--- config.mk ---
export PLATFORM = sky130hd
export DESIGN_NAME = store_buffer
export DESIGN_NICKNAME = d
export VERILOG_FILES = /design/src/rtl/store_buffer.sv
export SDC_FILE = /design/constraint.sdc
export NUM_CORES = 1
export LEC_CHECK = 0
export ABC_AREA = 1
export CAP_MARGIN = 40
export CORE_ASPECT_RATIO = 0.6
export CORE_MARGIN = 2
export CORE_UTILIZATION = 40
export CTS_BUF_LIST = sky130_fd_sc_hd__clkbuf_16
export DETAILED_ROUTE_END_ITERATION = 8
export GPL_TIMING_DRIVEN = 0
export PLACE_DENSITY = 0.73
export SKIP_CTS_REPAIR_TIMING = 1
export SLEW_MARGIN = 15
export SYNTH_ARGS = -nofsm -noshare
export SYNTH_HDL_FRONTEND = slang
export SYNTH_SLANG_ARGS = --single-unit
--- constraint.sdc ---
create_clock -name clk -period 3.9 [get_ports clk]
set_input_delay 0.78 -clock clk [delete_from_list [all_inputs] [get_ports clk]]
set_output_delay 0.78 -clock clk [all_outputs]
set_load 0.005 [all_outputs]
--- src/rtl/store_buffer.sv ---
// Store buffer between the MEM stage and a word-only data memory. Stores are queued and
// retired by read-modify-write when the port is free. Optional macro: STORE_BUF_COALESCE_EN.
module store_buffer #(
   parameter int DEPTH = 4
) (
   input  logic        clk,
   input  logic        reset_n,
   input  logic        req_valid,
   input  logic        req_we,
   input  logic [31:0] req_addr,
   input  logic [31:0] req_wd,
   input  logic [2:0]  req_ctrl,
   output logic [31:0] rd,
   output logic        stall,
   output logic        misalign,
   output logic        empty,
   output logic [31:0] mem_a,
   output logic [31:0] mem_wd,
   output logic [2:0]  mem_ctrl,
   output logic        mem_we,
   input  logic [31:0] mem_rd
);

   localparam int PW = $clog2(DEPTH);
   localparam int CW = PW + 1;

   logic [DEPTH-1:0] valid_reg;
   logic [29:0]      addr_reg [DEPTH];
   logic [31:0]      data_reg [DEPTH];
   logic [3:0]       mask_reg [DEPTH];
   logic [PW-1:0]    head_reg;
   logic [PW-1:0]    tail_reg;
   logic [CW-1:0]    count_reg;

   logic [1:0]       size;
   logic             zext;
   logic [29:0]      word_addr;
   logic [1:0]       lane;
   logic             misalign_c;
   logic [DEPTH-1:0] hit_vec;
   logic             full;
   logic             merge;
   logic             active;
   logic             stall_c;
   logic             accept;
   logic             push;
   logic             drain;
   logic [31:0]      st_data;
   logic [3:0]       st_mask;
   logic [31:0]      drain_m;
   logic [31:0]      drain_wd;
   logic [31:0]      shifted;
   logic [31:0]      ld_data;

   assign size      = req_ctrl[1:0];
   assign zext      = req_ctrl[2];
   assign word_addr = req_addr[31:2];
   assign lane      = req_addr[1:0];
   assign full      = (count_reg == CW'(DEPTH));

   assign misalign_c = req_valid && (((size == 2'b01) && lane[0]) || (size[1] && (lane != 2'b00)));

   generate
      for (genvar gi = 0; gi < DEPTH; gi++) begin : g_hit
         assign hit_vec[gi] = valid_reg[gi] && (addr_reg[gi] == word_addr);
      end
   endgenerate

`ifdef STORE_BUF_COALESCE_EN
   logic [PW-1:0] tail_last;
   logic [31:0]   merged_data;
   assign tail_last = tail_reg - PW'(1);
   assign merge     = (count_reg != '0) && valid_reg[tail_last] && (addr_reg[tail_last] == word_addr);
   generate
      for (genvar gi = 0; gi < 4; gi++) begin : g_merge
         assign merged_data[8*gi +: 8] = st_mask[gi] ? st_data[8*gi +: 8] : data_reg[tail_last][8*gi +: 8];
      end
   endgenerate
`else
   assign merge = 1'b0;
`endif

   // A store never stalls when it can fold into the newest entry, even with the FIFO full.
   assign active  = reset_n && req_valid && !misalign_c;
   assign stall_c = active && (req_we ? (full && !merge) : (|hit_vec));
   assign accept  = active && !stall_c;
   assign push    = accept && req_we && !merge;
   assign drain   = reset_n && (count_reg != '0) && (!req_valid || stall_c);

   always_comb begin
      st_data = req_wd;
      st_mask = 4'b1111;
      case (size)
         2'b00: begin
            st_data = {4{req_wd[7:0]}};
            st_mask = 4'b0001 << lane;
         end
         2'b01: begin
            st_data = {2{req_wd[15:0]}};
            st_mask = lane[1] ? 4'b1100 : 4'b0011;
         end
         default: ;
      endcase
   end

   generate
      for (genvar gi = 0; gi < 4; gi++) begin : g_expand
         assign drain_m[8*gi +: 8] = {8{mask_reg[head_reg][gi]}};
      end
   endgenerate
   assign drain_wd = (mem_rd & ~drain_m) | (data_reg[head_reg] & drain_m);

   always_comb begin
      shifted = mem_rd >> {lane, 3'b000};
      case (size)
         2'b00:   ld_data = zext ? {24'h0, shifted[7:0]}  : {{24{shifted[7]}}, shifted[7:0]};
         2'b01:   ld_data = zext ? {16'h0, shifted[15:0]} : {{16{shifted[15]}}, shifted[15:0]};
         default: ld_data = mem_rd;
      endcase
   end

   assign rd       = (accept && !req_we) ? ld_data : 32'h0;
   assign stall    = stall_c;
   assign misalign = reset_n && misalign_c;
   assign empty    = (count_reg == '0);
   assign mem_ctrl = 3'b010;
   assign mem_we   = drain;
   assign mem_a    = drain ? {addr_reg[head_reg], 2'b00} : {word_addr, 2'b00};
   assign mem_wd   = drain ? drain_wd : 32'h0;

   always_ff @(posedge clk) begin
      if (!reset_n) begin
         valid_reg <= '0;
         head_reg  <= '0;
         tail_reg  <= '0;
         count_reg <= '0;
      end else begin
`ifdef STORE_BUF_COALESCE_EN
         if (accept && req_we && merge) begin
            data_reg[tail_last] <= merged_data;
            mask_reg[tail_last] <= mask_reg[tail_last] | st_mask;
         end
`endif
         if (push) begin
            valid_reg[tail_reg] <= 1'b1;
            addr_reg[tail_reg]  <= word_addr;
            data_reg[tail_reg]  <= st_data;
            mask_reg[tail_reg]  <= st_mask;
            tail_reg            <= tail_reg + PW'(1);
         end
         if (drain) begin
            valid_reg[head_reg] <= 1'b0;
            head_reg            <= head_reg + PW'(1);
         end
         count_reg <= count_reg + CW'(push) - CW'(drain);
      end
   end

endmodule

==> impl_metrics.toml <==
[timing]
fin_skew_ns = 0.0176
min_period_over_period_pct = 104
fin_ws_ns = -0.165
slew_violations = 0
hold_viol = 0
setup_viol = 3
relSlewSlack_pct = 38.2
fmax_mhz = 246
rsz0062_at_grt = "yes"
worst_pin_slew_ns = 0.928
fin_crit_ns = 4.06

[cts]
cts_tree = "done"
h-tree-depth = 1
path_clk_slew_ns = 0.07
tritoncts.num_buffers = 26
clk_latency_ns = 0.55
root_buffer = "clkbuf_16"
cts_buffer_depth = 3
cts_sinks = 277

[detailed_routing]
drt-initial-drc-count = 1957
wl_per_cell_um = 23.8
wl_mm = 57.3
viasPerCell = 5.67
via_count = 13600
ant_nets = 0
dr.pass1.iters = 6
drcViolationCount = 0

[synth]
yosysWarnings = 0
synth-seq-cells = 277
synth_top_area_share_pct = 54.9
synth_top_family_by_area = "simple AND/OR/NAND/NOR gates"
synth_area_leaders = "edfxtp_1 (55%), nand2_1 (11%), o21ai_0 (7.3%), nor2_1 (5.7%), inv_1 (4.2%)"
syn_area_um2 = 14400
yosysSeqAreaShare_pct = 56.7
synthSimpleGateAreaFrac_pct = 20.1
synth_xor_area_share_pct = 0.788
synth_edf_count = 264
synth.top_cells.by_count = "nand2_1 (441), edfxtp_1 (264), nor2_1 (221)"
yosysMostFrequentCell = "nand2_1"
ys_types = 38
synth-compound-area-share_pct = 14.4
synth_cells = 1660
ys.flop_type = "edfxtp_1"
synth.area.mux_share_pct = 0
async_flop_share_pct = 0
synth_fa_ha_area_share_pct = 1.00
syn_avg_cell_area_um2 = 8.70
yosys.area.top_type = "edfxtp_1"

[run_status]
failed_checks = "negative setup slack"
status = "finished, violations left"

[worst_setup_path]
rr_endpoint = "count_reg[2]$_SDFF_PN0_"
crit_chain = "xnor2_2 -> nand3_2 -> nor2_2 -> nand2_1 -> nor2_1 -> nor2_2 -> nand3_4 -> nand3_4 -> nand2_4 -> nand2_8 -> buf_12 -> buf_12 -> nor2_1 -> clkdlybuf4s50_1"
r2r-start = "addr_reg[3][6]$_DFFE_PP_"
path_buf_inv = 3
path_delay_family = "simple AND/OR/NAND/NOR gates"
critPathMaxStageDelay_ns = 0.57
worstPathMaxFanout = 7
end_kind = "output port"
cp-start-kind = "register"
reg2reg_slack_ns = 0.40
crit_type = "reg -> out"
crit_required_ns = 3.12
cp-startpoint = "addr_reg[3][6]$_DFFE_PP_"
critPathArrivalTime_ns = 3.28
cp_slowest_cell = "clkdlybuf4s50_1"
reg2reg_depth = 19

[placement]
numPortBuffers = 198
dpl_cell_area_um2 = 17200
place_congestion = 0.992
dp_hpwl_mm = 41.8

[pwr]
ir_worst_vdd_uv = 324
powerDensity_nw_per_um2 = 447
leakage_nw = 8.75

[floorplanning]
initial_core_util_pct = 40.9
rows = 53
die_y_um = 151
ios = 206
die_w_um = 249
dieArea_um2 = 37700
core_area_um2 = 35300

[layout]
fillers = 3180
final_cell_area_um2 = 18800
largest_reg_flops = 128
syn2layout_area_growth_pct = 30.1
layout.nets = 2032
post-route-util_pct = 53.3
drive_above_1_share_pct = 13.4

[hold_path]
hold_path.class = "in -> reg"
min_from = "req_addr[19]"
whs_path_depth = 1
min_to = "addr_reg[0][17]$_DFFE_PP_"

[run]
cap_violations = 0

[global_route]
grt_start_max_net_pins = 51
grt_first_pass_wirelength_mm = 79.0
grt_pass1_vias = 12100
grt_overflow = 0
antenna_found_initial = 3
grt_usage_pct = 28.8
## worst register-to-register path, stage by stage, from the launching register on
cell	delay [ns]
edfxtp_1	0.44
xnor2_2	0.29
nand3_2	0.22
nor2_2	0.16
nand2_1	0.06
nor2_1	0.13
nor2_2	0.07
nand3_4	0.13
nand3_4	0.09
nand2_4	0.11
nand2_8	0.08
buf_4	0.17
clkbuf_16	0.15
inv_2	0.10
ha_1	0.14
inv_1	0.04
ha_1	0.19
fa_1	0.41
or2_2	0.31
a21oi_1	0.12
## report_power, final
| group | switching, mW | internal, mW | leakage, nW |
|---|---|---|---|
| Combinational | 1.70 | 0.829 | 5.85 |
| Clock | 1.13 | 1.39 | 0.407 |
| Sequential | 0.0375 | 3.32 | 2.49 |
## stage by stage
step / total power, mW / setup TNS, ns / setup WS (ns) / hold slack, ns / instances
final: 8.39 / -0.224 / -0.165 / 0.474 / 2405
after global routing: 8.68 / -1.18 / -0.251 / 0.465 / 2404
after CTS: 8.20 / -100.73 / -1.38 / 0.530 / 2379
after detailed placement: 5.72 / -130.71 / -1.35 / 0.519 / 2333
after global placement: 5.68 / -600.70 / -1.94 / 0.510 / 2328
after floorplan: 4.57 / 0 / 0.428 / 0.486 / 1663
## cell usage in the layout, fill, tap and decap left out, types with 6 or more instances in the layout
cell,netlist,final
dfxtp_1,13,13
edfxtp_1,264,264
o211ai_1,9,9
clkinv_2,0,6
a22oi_1,8,8
buf_2,5,8
nor3_2,1,6
clkbuf_16,0,29
buf_4,5,29
nor2_2,1,9
dlymetal6s2s_1,0,89
o21ai_1,24,25
buf_6,6,10
clkbuf_1,61,39
inv_1,160,139
o21ai_0,211,201
nand2_1,441,417
xnor2_1,9,7
nor2_1,221,207
inv_4,0,9
o21ai_2,4,8
nand4_1,13,13
ha_1,10,10
nand3_1,20,18
clkdlybuf4s50_1,0,73
nor2_4,0,6
nor3_1,25,19
inv_2,11,25
a21oi_1,67,66
clkbuf_4,0,19
clkbuf_2,1,27
nand2_2,2,23
o221ai_1,40,39
## cell type report
cell class / instances / area, um^2 / share of cell area [%]
repair buffers: 227 / 2430 / 13.0
diodes: 2 / 5.00 / 0.0266
clock inverters: 19 / 146 / 0.779
plain buffers: 80 / 478 / 2.54
multi-input cells: 1134 / 5610 / 29.8
clock buffers: 27 / 676 / 3.59
inverters: 172 / 673 / 3.58
flip-flops and latches: 277 / 8190 / 43.6
well taps: 467 / 584 / 3.11
## layer usage
metal / track usage (%) / wire [um] / up-vias
met5: 0 / 0 / -
li1: - / - / 6124
met4: 8.01 / 1370 / 0
met2: 38.5 / 22800 / 900
met1: 43.9 / 24900 / 6521
met3: 9.23 / 8160 / 94
## cells by family (layout without fill, tap and decap cells)
family / count (synthesis) / count (layout)
other: 2 / 7
flip-flops: 277 / 277
XOR/XNOR: 13 / 13
AO/OA/AOI/OAI: 370 / 370
buffers and inverters: 252 / 525
adder cells (fa/ha/maj): 11 / 11
AND/OR/NAND/NOR: 735 / 735
## worst max-delay path by stage
| stage | endpoint | slack [ns] | cells after the start |
|---|---|---|---|
| floorplan | addr_reg[0][0]$_DFFE_PP_ | 0.43 | 14 |
| global placement | data_reg[1][7]$_DFFE_PP_ | -1.94 | 13 |
| detailed placement | rd[9] | -1.35 | 16 |
| CTS | rd[9] | -1.38 | 16 |
| global route | mem_wd[31] | -0.25 | 17 |
| finish | mem_wd[31] | -0.16 | 14 |
Power figures use the tool's default switching activity.
